File: src/rtl/serial_adder.sv
`default_nettype none
// ============================================================================
//  Module   : serial_adder
//  Purpose  : Multi-cycle unsigned adder. Adds two WIDTH-bit operands plus a
//             carry-in, DIGIT bits per clock, with a registered carry between
//             digits. A start/busy/done handshake lets datapaths trade area
//             for latency (WIDTH/DIGIT + 1 cycles per result).
//  Ports    : clk   - clock, all state updates on the rising edge
//             rst   - synchronous active-high reset, overrides everything
//             start - request a new addition (honoured in IDLE or DONE only)
//             a, b  - WIDTH-bit operands, captured on an accepted start
//             cin   - carry-in, captured on an accepted start
//             busy  - high while digits are being processed (RUN)
//             done  - one-cycle pulse, s/cout valid
//             s     - sum, held from done until the next done or reset
//             cout  - carry-out, held with s
//             ovf   - signed overflow, held with s
//                     (present only with SERIAL_ADDER_OVF_EN defined)
//  Options  : `define SERIAL_ADDER_OVF_EN to add the ovf output.
//  Revision : 1.0 - initial release
// ============================================================================
module serial_adder #(
  parameter int WIDTH = 8,
  parameter int DIGIT = 1
) (
  input  logic             clk,
  input  logic             rst,
  input  logic             start,
  input  logic [WIDTH-1:0] a,
  input  logic [WIDTH-1:0] b,
  input  logic             cin,
  output logic             busy,
  output logic             done,
  output logic [WIDTH-1:0] s,
  output logic             cout
`ifdef SERIAL_ADDER_OVF_EN
  ,
  output logic             ovf
`endif
);

  // Reject illegal configurations at elaboration time.
  generate
    if (WIDTH < 1 || DIGIT < 1 || DIGIT > WIDTH || (WIDTH % DIGIT) != 0) begin : g_bad_params
      $error("serial_adder: DIGIT must be >= 1 and divide WIDTH exactly");
    end
  endgenerate

  localparam int N     = WIDTH / DIGIT;
  localparam int CNT_W = (N > 1) ? $clog2(N) : 1;
  localparam logic [CNT_W-1:0] LAST = CNT_W'(N - 1);

  typedef enum logic [1:0] {
    IDLE = 2'd0,
    RUN  = 2'd1,
    DONE = 2'd2
  } state_t;

  state_t           state;
  logic [WIDTH-1:0] a_sh;
  logic [WIDTH-1:0] b_sh;
  logic [WIDTH-1:0] res_sh;
  logic             carry;
  logic [CNT_W-1:0] count;

`ifdef SERIAL_ADDER_OVF_EN
  // Operand sign bits are shifted out of a_sh/b_sh, so keep copies.
  logic             a_msb;
  logic             b_msb;
`endif

  logic [DIGIT:0]   digit_sum;
  logic [WIDTH-1:0] digit_ext;
  logic [WIDTH-1:0] res_next;

  // One digit of the sum per cycle; the new digit enters at the MSB end so
  // that after N cycles the first (least significant) digit sits at bit 0.
  always_comb begin
    digit_sum = {1'b0, a_sh[DIGIT-1:0]} + {1'b0, b_sh[DIGIT-1:0]} + {{DIGIT{1'b0}}, carry};
    digit_ext = '0;
    digit_ext[DIGIT-1:0] = digit_sum[DIGIT-1:0];
    // With DIGIT == WIDTH the shift-out term is zero and the digit fills s.
    res_next = (res_sh >> DIGIT) | (digit_ext << (WIDTH - DIGIT));
  end

  always_ff @(posedge clk) begin
    if (rst) begin
      state  <= IDLE;
      busy   <= 1'b0;
      done   <= 1'b0;
      s      <= '0;
      cout   <= 1'b0;
      a_sh   <= '0;
      b_sh   <= '0;
      res_sh <= '0;
      carry  <= 1'b0;
      count  <= '0;
`ifdef SERIAL_ADDER_OVF_EN
      ovf    <= 1'b0;
      a_msb  <= 1'b0;
      b_msb  <= 1'b0;
`endif
    end else begin
      done <= 1'b0;
      case (state)
        // DONE behaves like IDLE for start acceptance, giving back-to-back
        // operation without an idle gap.
        IDLE, DONE: begin
          if (start) begin
            a_sh   <= a;
            b_sh   <= b;
            carry  <= cin;
            res_sh <= '0;
            count  <= '0;
`ifdef SERIAL_ADDER_OVF_EN
            a_msb  <= a[WIDTH-1];
            b_msb  <= b[WIDTH-1];
`endif
            busy   <= 1'b1;
            state  <= RUN;
          end else begin
            state  <= IDLE;
          end
        end

        RUN: begin
          a_sh   <= a_sh >> DIGIT;
          b_sh   <= b_sh >> DIGIT;
          carry  <= digit_sum[DIGIT];
          res_sh <= res_next;
          count  <= count + 1'b1;
          if (count == LAST) begin
            // Results are published only here, so s/cout stay stable
            // through IDLE and any following RUN.
            s     <= res_next;
            cout  <= digit_sum[DIGIT];
`ifdef SERIAL_ADDER_OVF_EN
            ovf   <= (a_msb == b_msb) && (res_next[WIDTH-1] != a_msb);
`endif
            busy  <= 1'b0;
            done  <= 1'b1;
            state <= DONE;
          end
        end

        default: begin
          busy  <= 1'b0;
          state <= IDLE;
        end
      endcase
    end
  end

endmodule
`default_nettype wire

File: config.mk
export PLATFORM = sky130hd
export DESIGN_NAME = serial_adder
export DESIGN_NICKNAME = d
export VERILOG_FILES = /design/src/rtl/serial_adder.sv
export SDC_FILE = /design/constraint.sdc
export NUM_CORES = 1
export LEC_CHECK = 0
export CAP_MARGIN = 20
export CORE_UTILIZATION = 40
export DETAILED_ROUTE_END_ITERATION = 6
export PLACE_DENSITY_LB_ADDON = 0.15
export SYNTH_ARGS = -nofsm -noshare
export SYNTH_HDL_FRONTEND = slang
export SYNTH_SLANG_ARGS = --single-unit
File: constraint.sdc
create_clock -name clk -period 3.5 [get_ports clk]
set_input_delay 0.875 -clock clk [delete_from_list [all_inputs] [get_ports clk]]
set_output_delay 0.875 -clock clk [all_outputs]
set_load 0.02 [all_outputs]
==> flow_summary.ini <==
[run_status]
status = finished clean

[routing]
vias = 1386
drc = 0
avgViaCountPerCell = 5.133
met3_length_um = 112
routed_wl_um = 3149
dr.max_layer_used = met4
drt_iter0_markers = 65
wl_per_cell_um = 11.66
met1Wirelength_um = 1432
wl_met2_um = 1538
firstDrtPassIters = 4
drtAntennaViolNets = 0

[cells_and_area]
synthToLayoutAreaGrowth_pct = 23.95
nets = 242
layout-drive-gt1-share = 0.08636
fin_area_mm2 = 0.002066
instances_no_fill = 270
diodes = 0

[global_routing]
grt_max_degree = 44
antenna_found_initial = 0
grt_pass1_vias = 1286
grt_pass1_wl_um = 5388
overflow = 0
track_usage = 0.1651

[floorplanning]
die_h_um = 66.55
dieWidth_um = 66.55
start_util = 0.4166
die_area_mm2 = 0.004429
rows = 23
core-area_mm2 = 0.004000
ios = 31

[clock_network]
tritoncts = built
post-cts-setup-buffers = 0
post_cts_resize_count = 0
ctsLongestPathBuffers = 2
root_buffer = clkbuf_8
h-tree-depth = 2
cts_buffers = 5
hold_buffers = 0
worstSkewPairLatency_ps = 290
clkSinkCount = 40
path_clk_slew_ps = 70

[setup_path]
crit_path_top_delay_cell = nand2b_1
reg2reg_depth = 3
worstReg2RegStart = state[0]$_SDFFE_PP0P_
crit_chain = clkdlybuf4s50_1 -> nand2b_1 -> nand2_1 -> a311oi_2
worst-path-buf-inv = 1
cp_top_family = simple AND/OR/NAND/NOR gates
reg2reg_slack_ps = 1760
critPathKind = in -> reg
cp_max_fo = 28
required_ps = 3700
start_kind = input port
end_kind = flop
cp.depth = 4
reg2reg_to = a_sh[3]$_SDFFE_PP0P_
worst_ep_arrival_time_ps = 2450
critPathMaxStageDelay_ps = 730

[pwr]
power_density_mw_per_mm2 = 491.0
ir_worst_vdd_uv = 281.6
p_leak_nw = 0.7331

[timing]
final.period_utilization = 0.6424
skew_ps = 4.518
fmax_ghz = 0.4448
setup_viol = 0
maxSlewViolCount = 0
finalHoldViolCount = 0
slew-limit-headroom = 0.3126
fin_setup_tns_ps = 0
rsz0062_at_grt = false
worst_slew_pin_slew_ps = 1031
post-route-min-period_ps = 2248
fin_hold_ws_ps = 454.2

[place]
dpl-instance-area_mm2 = 0.001932
place_inst = 261
gp_congestion = 0.7100
dp_hpwl_um = 2027
portBuffers = 30

[synth]
avgSynthCellArea_um2 = 8.503
syn_inst = 196
synth_seq_cells = 40
ys_types = 19
yosysSeqAreaShare = 0.4805
yosysWarnings = 0
syn_area_mm2 = 0.001667
syn_nets = 219

[worst_hold_path]
holdPathStages = 2
hold_start = s[2]$_SDFFE_PP0P_
hp-class = reg -> reg
hold_end = s[2]$_SDFFE_PP0P_

[run]
max-cap-violations = 0
report_power, final:
part	total [mW]	internal, mW	leakage [nW]	switching [mW]
clock network	0.408	0.251	0.0645	0.157
logic	0.115	0.0520	0.342	0.0630
registers	0.491	0.478	0.327	0.0134
synthesized netlist by cell type:
| cell type | instances | area [um2] |
|---|---|---|
| nand2_1 | 50 | 187.7 |
| dfxtp_1 | 40 | 800.8 |
| a21oi_1 | 22 | 110.1 |
| nand3_1 | 21 | 105.1 |
| nor2_1 | 19 | 71.32 |
| a311oi_1 | 8 | 70.07 |
| a311oi_2 | 7 | 105.1 |
| buf_4 | 5 | 37.54 |
| clkbuf_1 | 5 | 18.77 |
| buf_6 | 4 | 45.04 |
| buf_2 | 3 | 15.01 |
| nand2b_1 | 3 | 18.77 |
| ha_1 | 2 | 25.02 |
| nor2b_1 | 2 | 12.51 |
| buf_1 | 1 | 3.750 |
| fa_1 | 1 | 20.02 |
| nand3b_1 | 1 | 7.510 |
| o21a_1 | 1 | 7.510 |
| o21ai_0 | 1 | 5.000 |
registers in the layout (all words and copies together), names as in the netlist, 2 cells and up:
register / flops
count: 3
res_sh: 7
b_sh: 8
s: 8
a_sh: 8
state: 2
stage by stage:
step | utilization | total power [mW] | worst slack (ps)
after floorplan | - | 0.5876 | 1874
after global placement | 0.4830 | 0.6114 | 1012
after detailed placement | 0.4830 | 0.6164 | 924.5
after CTS | 0.5145 | 1.025 | 1235
after global routing | 0.5164 | 1.058 | 1058
final | 0.5164 | 1.014 | 1252
worst reg2reg max path: stages (launching register included):
cell and delay, ps:
dfxtp_1 400, nand2b_1 820, nand2_1 160, a311oi_2 270
cells in the final DEF (no fill, tap or decap), types with 3 or more instances in the layout:
| cell | count |
|---|---|
| dfxtp_1 | 40 |
| clkbuf_8 | 7 |
| a311oi_1 | 8 |
| a311oi_2 | 7 |
| nand3_1 | 21 |
| nand2_1 | 50 |
| nand2b_1 | 3 |
| clkdlybuf4s50_1 | 30 |
| a21oi_1 | 22 |
| buf_4 | 4 |
| nor2_1 | 19 |
final cells by class:
type | instances | area [um2]
timing repair buffer | 34 | 330.3
clock buffer | 7 | 96.34
sequential | 40 | 800.8
clock inverter | 1 | 30.03
tap | 50 | 62.56
fill | 365 | 1934
multi-input combinational | 138 | 745.7
worst max-delay path by stage:
stage | start | slack (ps) | end
2_1_floorplan | start | 1870 | a_sh[5]$_SDFFE_PP0P_
5_1_grt | start | 1060 | carry$_SDFFE_PP0P_
3_3_place_gp | start | 1010 | a_sh[3]$_SDFFE_PP0P_
6_report | start | 1250 | a_sh[3]$_SDFFE_PP0P_
4_1_cts | start | 1230 | a_sh[3]$_SDFFE_PP0P_
3_5_place_dp | start | 920 | b_sh[2]$_SDFFE_PP0P_
kinds of logic after synthesis:
group           Yosys count  share of synthesized area
fa+ha+maj                 3                    0.02703
compound gates           39                     0.1787
simple gates             96                     0.2417
buf+inv                  18                    0.07207
flops                    40                     0.4805
per-layer routing:
| layer | up-vias | global-route usage |
|---|---|---|
| li1 | 710 | - |
| met1 | 643 | 0.1747 |
| met2 | 28 | 0.2866 |
| met3 | 5 | 0.05651 |
| met4 | 0 | 0.08511 |
| met5 | - | 0 |
Note: power is estimated with default switching activity, not from simulation.
